<file path="config.mk">
export PLATFORM = sky130hd
export DESIGN_NAME = bsg_link_upstream_arbiter
export DESIGN_NICKNAME = d
export VERILOG_FILES = /design/src/rtl/bsg_link_upstream_arbiter.sv
export SDC_FILE = /design/constraint.sdc
export NUM_CORES = 1
export LEC_CHECK = 0
export BUFFER_PORTS_ARGS = -buffer_cell sky130_fd_sc_hd__buf_2
export CORE_AREA = 4 4 131 133
export DETAILED_ROUTE_END_ITERATION = 10
export DIE_AREA = 0 0 135 137
export PLACE_DENSITY = 0.52
export SYNTH_ARGS = -nofsm -noshare
export SYNTH_HDL_FRONTEND = slang
export SYNTH_SLANG_ARGS = --single-unit
</file>
<file path="constraint.sdc">
create_clock -name clk -period 3.99 [get_ports clk]
set_input_delay 0.798 -clock clk [delete_from_list [all_inputs] [get_ports clk]]
set_output_delay 0.798 -clock clk [all_outputs]
set_load 0.05 [all_outputs]
</file>
<file path="src/rtl/bsg_link_upstream_arbiter.sv">
// bsg_link_upstream_arbiter: round-robin, credit-gated arbiter of NUM_REQ requesters onto one upstream link.
// Define BSG_LINK_ARB_BURST_EN to hold a grant for up to BURST_LEN transfers.
module bsg_link_upstream_arbiter #(
    parameter int NUM_REQ       = 4,
    parameter int WIDTH         = 64,
    parameter int MAX_CREDITS   = 32,
    parameter int TOKEN_CREDITS = 8,
    parameter int BURST_LEN     = 4
) (
    input  logic                       clk,
    input  logic                       rst,
    input  logic [NUM_REQ-1:0]         req_valid_i,
    input  logic [NUM_REQ*WIDTH-1:0]   req_data_i,
    output logic [NUM_REQ-1:0]         req_ready_o,
    output logic                       link_valid_o,
    output logic [WIDTH-1:0]           link_data_o,
    input  logic                       link_ready_i,
    input  logic                       token_i,
    output logic [5:0]                 credits_o,
    output logic [$clog2(NUM_REQ)-1:0] grant_id_o,
    output logic                       overflow_o
);
    localparam int IW = $clog2(NUM_REQ);
    localparam int SW = $clog2(MAX_CREDITS + TOKEN_CREDITS + 1) + 1;

    typedef enum logic {IDLE, GRANT} state_t;

    state_t          r_state, w_state_next;
    logic [IW-1:0]   r_rr_ptr, r_grant, w_pick, w_grant_inc, w_rr_next, w_grant_next;
    logic [5:0]      r_credits, w_credits_next;
    logic            r_overflow;
    logic            w_has_credit, w_active, w_xfer, w_last_beat, w_ovf_hit;
    logic [SW-1:0]   w_sum;

    assign w_has_credit = r_credits != 6'd0;
    // Outputs are forced low while rst so a grant caught by reset never transfers.
    assign w_active     = !rst && r_state == GRANT && w_has_credit;
    assign link_valid_o = w_active && req_valid_i[r_grant];
    assign req_ready_o  = (w_active && link_ready_i) ? (NUM_REQ'(1) << r_grant) : '0;
    assign link_data_o  = req_data_i[r_grant*WIDTH +: WIDTH];
    assign w_xfer       = link_valid_o && link_ready_i;

    assign w_sum          = SW'(r_credits) + (token_i ? SW'(TOKEN_CREDITS) : '0) - SW'(w_xfer);
    assign w_ovf_hit      = w_sum > SW'(MAX_CREDITS);
    assign w_credits_next = w_ovf_hit ? 6'(MAX_CREDITS) : w_sum[5:0];

    assign w_grant_inc  = (r_grant == IW'(NUM_REQ - 1)) ? '0 : r_grant + 1'b1;
    assign credits_o    = r_credits;
    assign grant_id_o   = r_grant;
    assign overflow_o   = r_overflow;

    // Descending scan so the valid requester closest at/after rr_ptr wins.
    always_comb begin
        w_pick = r_rr_ptr;
        for (int i = NUM_REQ - 1; i >= 0; i--)
            if (req_valid_i[(int'(r_rr_ptr) + i) % NUM_REQ])
                w_pick = IW'((int'(r_rr_ptr) + i) % NUM_REQ);
    end

`ifdef BSG_LINK_ARB_BURST_EN
    localparam int BW = $clog2(BURST_LEN + 1);
    logic [BW-1:0] r_beats;

    assign w_last_beat = w_xfer && r_beats == BW'(BURST_LEN - 1);

    always_ff @(posedge clk) begin
        if (rst || r_state == IDLE)
            r_beats <= '0;
        else if (w_xfer)
            r_beats <= r_beats + 1'b1;
    end
`else
    assign w_last_beat = w_xfer;
`endif

    always_comb begin
        w_state_next = r_state;
        w_rr_next    = r_rr_ptr;
        w_grant_next = r_grant;
        if (r_state == IDLE) begin
            if (|req_valid_i && w_has_credit) begin
                w_state_next = GRANT;
                w_grant_next = w_pick;
            end
        end else if (w_last_beat || !req_valid_i[r_grant] || w_credits_next == 6'd0) begin
            w_state_next = IDLE;
            w_rr_next    = w_grant_inc;
        end
    end

    always_ff @(posedge clk) begin
        if (rst) begin
            r_state    <= IDLE;
            r_rr_ptr   <= '0;
            r_grant    <= '0;
            r_credits  <= 6'(MAX_CREDITS);
            r_overflow <= 1'b0;
        end else begin
            r_state    <= w_state_next;
            r_rr_ptr   <= w_rr_next;
            r_grant    <= w_grant_next;
            r_credits  <= w_credits_next;
            r_overflow <= r_overflow | w_ovf_hit;
        end
    end
endmodule

</file>
# Word-level counts from Yosys, hierarchy flattened
# Cells that the tools add are included.
# word_totals
ff_bits	12
in_bits	264
output_inout_bits	78
elab_cells	67
# classes
addsub	6
magnitude_cmp	6
eq_ne	1
shift	2
mux	24
bitwise	5
n_reduce_logical	18
# ops
op	count
variable part select 256 x 9 -> 64 bit	1
< comparator 3 x 4 -> 1 bit (second input constant)	3
2-to-1 mux 1 bit	11
binary-select mux 1 bit (select 2 bit)	5
2-to-1 mux 2 bit	5
2-to-1 mux 4 bit	2
adder 6 x 4 -> 7 bit	1
greater-than comparator 7 x 6 -> 1 bit (second input constant)	1
subtractor 7 x 1 -> 7 bit	1
logical AND 1 bit	6
logical NOT 6 bit	1
< comparator 2 x 3 -> 1 bit (second input constant)	2
2-to-1 mux 6 bit	1
nonzero test 6 bit	1
OR reduction 2 bit	3
adder 2 x 1 -> 2 bit (second input constant)	2
adder 2 bit (second input constant)	2
AND reduction 2 bit	2
OR reduction 4 bit	1
<< shifter 1 x 2 -> 4 bit (first input constant)	1
bitwise AND 1 bit (first input constant)	3
equality test 2 bit (second input constant)	1
logical NOT 1 bit	2
logical OR 1 bit	2
other kinds (2)	2

# Depth between registers and ports, before layout
# depth
ltp_word	12
ltp_mapped	17
depth_no_buf	17

# Least setup slack after synthesis
# Ideal clock, no wire load.
# synth_timing
kind	reg2reg
startpoint	register r_grant[1], in the netlist grant_id_o[1]
endpoint	register r_rr_ptr[1]
setup_ns	0.122
arrival_time_ns	3.433
setup_slack_ns	0.435
stages_incl_launch_ff	14
period_less_slack_ns	3.555
path_cell_list	dfxtp_1 -> mux4_2 -> and2_1 -> ha_1 -> inv_1 -> ha_1 -> inv_1 -> fa_1 -> nand2b_1 -> a21oi_1 -> xnor2_1 -> nor4_2 -> or2_2 -> a311o_1
# synth_between
elab_chain_len	10
elab_cells_between_ends	15
classes_between	2 x add/sub; 1 x order compare; 1 x eq/ne; 4 x mux; 7 x reduce/logical
# synth_rtl
item	line_no	rtl
start, declared	29	logic [IW-1:0] r_rr_ptr, r_grant, w_pick, w_grant_inc, w_rr_next, w_grant_next;
start signal, assigned	101	r_grant <= w_grant_next;
binary-select mux 1 bit (select 2 bit)	38, 85	
2-to-1 mux 1 bit (implied by the code)	38, 85	
logical AND 1 bit	38	assign link_valid_o = w_active && req_valid_i[r_grant];
logical AND 1 bit	41	assign w_xfer = link_valid_o && link_ready_i;
subtractor 7 x 1 -> 7 bit	43	assign w_sum = SW'(r_credits) + (token_i ? SW'(TOKEN_CREDITS) : '0) - SW'(w_xfer);
greater-than comparator 7 x 6 -> 1 bit	44	assign w_ovf_hit = w_sum > SW'(MAX_CREDITS);
2-to-1 mux 6 bit	45	assign w_credits_next = w_ovf_hit ? 6'(MAX_CREDITS) : w_sum[5:0];
logical NOT 6 bit	85	end else if (w_last_beat || !req_valid_i[r_grant] || w_credits_next == 6'd0) begin
logical OR 1 bit	85	
AND reduction 2 bit (no line)	-	
end signal, assigned	100	r_rr_ptr <= w_rr_next;
end, declared	29	
# Parallel ways exist; a longest one is shown, timed or not. The select of a mux whose other input is x is not followed.
# A chain may end at the register's enable or synchronous reset.

# Worst setup path in the final report
# layout_timing
startpoint	input port req_valid_i[3]
endpoint	register r_rr_ptr[1]
# layout_between
elab_chain_len	10
elab_cells_between_ends	12
classes_between	1 x add/sub; 1 x order compare; 3 x mux; 7 x reduce/logical
# layout_rtl
item	line_no	rtl
start, declared	12	input logic [NUM_REQ-1:0] req_valid_i,
binary-select mux 1 bit (select 2 bit) (*)	38, 85	
2-to-1 mux 1 bit (implied by the code) (*)	38, 85	
logical AND 1 bit	38	
logical AND 1 bit	41	
subtractor 7 x 1 -> 7 bit	43	
greater-than comparator 7 x 6 -> 1 bit	44	
2-to-1 mux 6 bit	45	
logical NOT 6 bit	85	
logical OR 1 bit (*)	85	
AND reduction 2 bit (no line) (*)	-	
# Mark *: on every way between the ends. The rest lies on a longest branch, timed or not. The select of a mux whose other input is x is not followed.

==> metrics.md <==
| Metric | Value |
|---|---|
| Cell Pwr Density | 496 nW/um^2 |
| Cts hold-fix bufs | 0 |
| All-Layer GR Usage | 0.150 |
| Root buffer selected by CTS | clkbuf_16 |
| Final net count | 806 |
| DPL Wire Length | 14.0 mm |
| Slew Limit Fails | 0 |
| DR iter-0 viols | 169 |
| Largest net degree at the start of global routing | 70 |
| Layout fillers | 1,710 |
| Total congestion overflow | 0 |
| WS Path Type | primary input to flop |
| Global-route wire length before repair | 21.1 mm |
| Share of the synthesized area in the top cell type | 0.591 |
| Die Ht | 137 um |
| Max-Cap Viols | 0 |
| Final wirelength | 15.6 mm |
| DR vias | 3,354 |
| Type of origin of the critical path | primary input |
| Mean Syn Cell Area | 12.6 um^2 |
| Worst-Skew Late Latency | 0.24 ns |
| Power, Total | 0.00223 W |
| Status | finished, final reports clean |
| Worst min path class | flop to flop |
| Post-cts resize count | 0 |
| Routed Antenna Nets | 0 |
| Drt wl/cell | 20.9 um |
| Setup-failing EPs final | 0 |
| Mapped Nets | 473 |
| Mapped Area | 2480 um^2 |
| Final Skew | 0.00118 ns |
| Starting Density | 0.157 |
| DP Worst Slack | 0.0957 ns |
| Vias in the first global route | 3,460 |
| Sequential fraction of the synthesis area | 0.0969 |
| Final WS setup | 0.343 ns |
| Vias per cell | 4.50 |
| Clock-pin slew on the worst setup and hold paths | 0.05 ns |
| Layout area overhead | 81.6% |
| Htree depth | 1 |
| Fin crit period | 3.65 ns |
| Worst-case clock buffer depth | 2 |
| Warnings, synthesis | 0 |
| Max-slew headroom | 0.375 |
| Die width | 135 um |
| RSZ-0062 raised after global routing | false |
| Rows | 46 |
| Register area | 248 um^2 |
| Crit. End Element | flop |
| Post-route setup TNS | 0 ns |
| Async set-reset flop share out of synthesis | 0 |
| DRC violations left | 0 |
| Total die area | 18,500 um^2 |
| Initial antenna violation count | 6 |
| Ys flop type | dfxtp_1 |
| CP Data Arrival Time | 3.77 ns |
| I/O pins | 342 |
| Actual slew at the worst max-slew pin | 0.938 ns |
| Synth Register Bits | 12 |
| GP Congestion | 0.830 |
| Worst Path Required | 4.12 ns |
| Final worst-path cycle share | 0.914 |
| Largest area contributor in the netlist | mux4_2 |
| Drt pass-1 iters | 4 |
| Synth area leaders | mux4_2 (59%), dfxtp_1 (9.7%), ha_1 (6.1%), inv_1 (2.6%), nor2_1 (1.7%) |
| CTS tree | done |
| Leakage | 2.18 nW |
| Port buffer count | 341 |
| CTS sink cnt | 12 |
| Crit-path max FO | 5 |
| Worst-case vdd ir drop | 0.000286 V |
| Setup bufs post-CTS | 0 |
| Yosys cell types | 40 |
| Post-synth EDFFs | 0 |
| Cell count after synthesis | 196 |
| Final hold violations | 0 |
| Total CTS buffers | 3 |
| Max Freq | 274 MHz |
| Placeable Area | 15,800 um^2 |
| Multi-input logic area | 2100 um^2 |
| Share of cells above drive strength 1 | 0.797 |
[placed cells by master (no fill, tap or decap), types with 2 or more instances in the layout]
cell type	instances
a21oi_1	7
and2_1	6
and3_1	2
buf_2	341
buf_4	4
clkbuf_16	3
dfxtp_1	10
dfxtp_4	2
ha_1	12
inv_1	17
mux2i_1	2
mux4_2	65
nand2_1	7
nand2b_1	2
nor2_1	11
nor2b_1	2
nor3_1	3
nor4_1	4
nor4_2	2
nor4b_1	3
xnor2_1	2
[kinds of logic after synthesis]
family,after synthesis,synth area share
compound gates,17,0.0470
simple gates,50,0.123
buf+inv,34,0.0550
flops,12,0.0969
xor+xnor,3,0.0106
mux,67,0.599
fa+ha+maj,13,0.0687
[report_power, final]
part           internal [W]  switching, W  leakage [nW]
clock              0.000135     0.0000562        0.0382
sequential         0.000152     0.0000313        0.0998
combinational      0.000646       0.00121          2.04
total              0.000933       0.00130          2.18
[registers in the layout, summed over array words and instances, names as in the netlist]
| signal | cells |
|---|---|
| grant_id_o | 2 |
| overflow_o | 1 |
| r_state | 1 |
| credits_o | 6 |
| r_rr_ptr | 2 |
[final cells by class]
class	instances	area share
Timing Repair Buffer	345	0.386
Antenna cell	1	0.000556
Clock buffer	4	0.0175
Sequential cell	12	0.0550
Inverter	17	0.0142
Multi-Input combinational cell	150	0.467
Tap cell	216	0.0600
[Yosys cell counts, drive strengths merged, types with 2 or more instances]
master,number
and3,2
inv,17
nand2,7
xnor2,2
and2,6
nor4b,3
mux2i,2
nor4,6
nor2,12
nand2b,2
nor3,3
nor2b,2
a21oi,7
ha,12
buf,12
dfxtp,12
or2,2
mux4,65
clkbuf,5
[routing by layer]
layer	track usage	share of wire	wire (um)
met2	0.256	0.51	7920
met5	0	0.0026	41
met1	0.196	0.39	6090
met3	0.0415	0.092	1430
met4	0.0168	0.0073	114
[worst max-delay path: stages]
cell,delay [ns]
buf_2,0.13
mux4_2,0.52
and2_1,0.17
ha_1,0.17
inv_1,0.06
ha_1,0.15
inv_1,0.06
fa_1,0.39
nand2b_1,0.16
a21oi_1,0.16
xnor2_1,0.13
nor4_2,0.45
nor3_1,0.11
a311o_1,0.33
[stage by stage]
step	cell area (um^2)	util	instances	hold slack (ns)
2_1_floorplan	2480	-	196	0.528
3_3_place_gp	4420	0.279	740	0.474
3_5_place_dp	4420	0.279	740	0.487
4_1_cts	4500	0.284	744	0.502
5_1_grt	4500	0.284	745	0.549
6_report	4500	0.284	745	0.488
[worst paths after layout]
kind / endpoint / depth (start not counted) / from / slack (ns)
worst min-delay path: overflow_o / 2 / overflow_o / 0.49
worst min register to register: overflow_o / 2 / overflow_o / 0.49
worst max register to register: r_rr_ptr[1] / 16 / credits_o[2] / 0.50
worst max-delay path: r_rr_ptr[1] / 14 / req_valid_i[3] / 0.34
No activity file was read; power rests on OpenSTA's default activity.
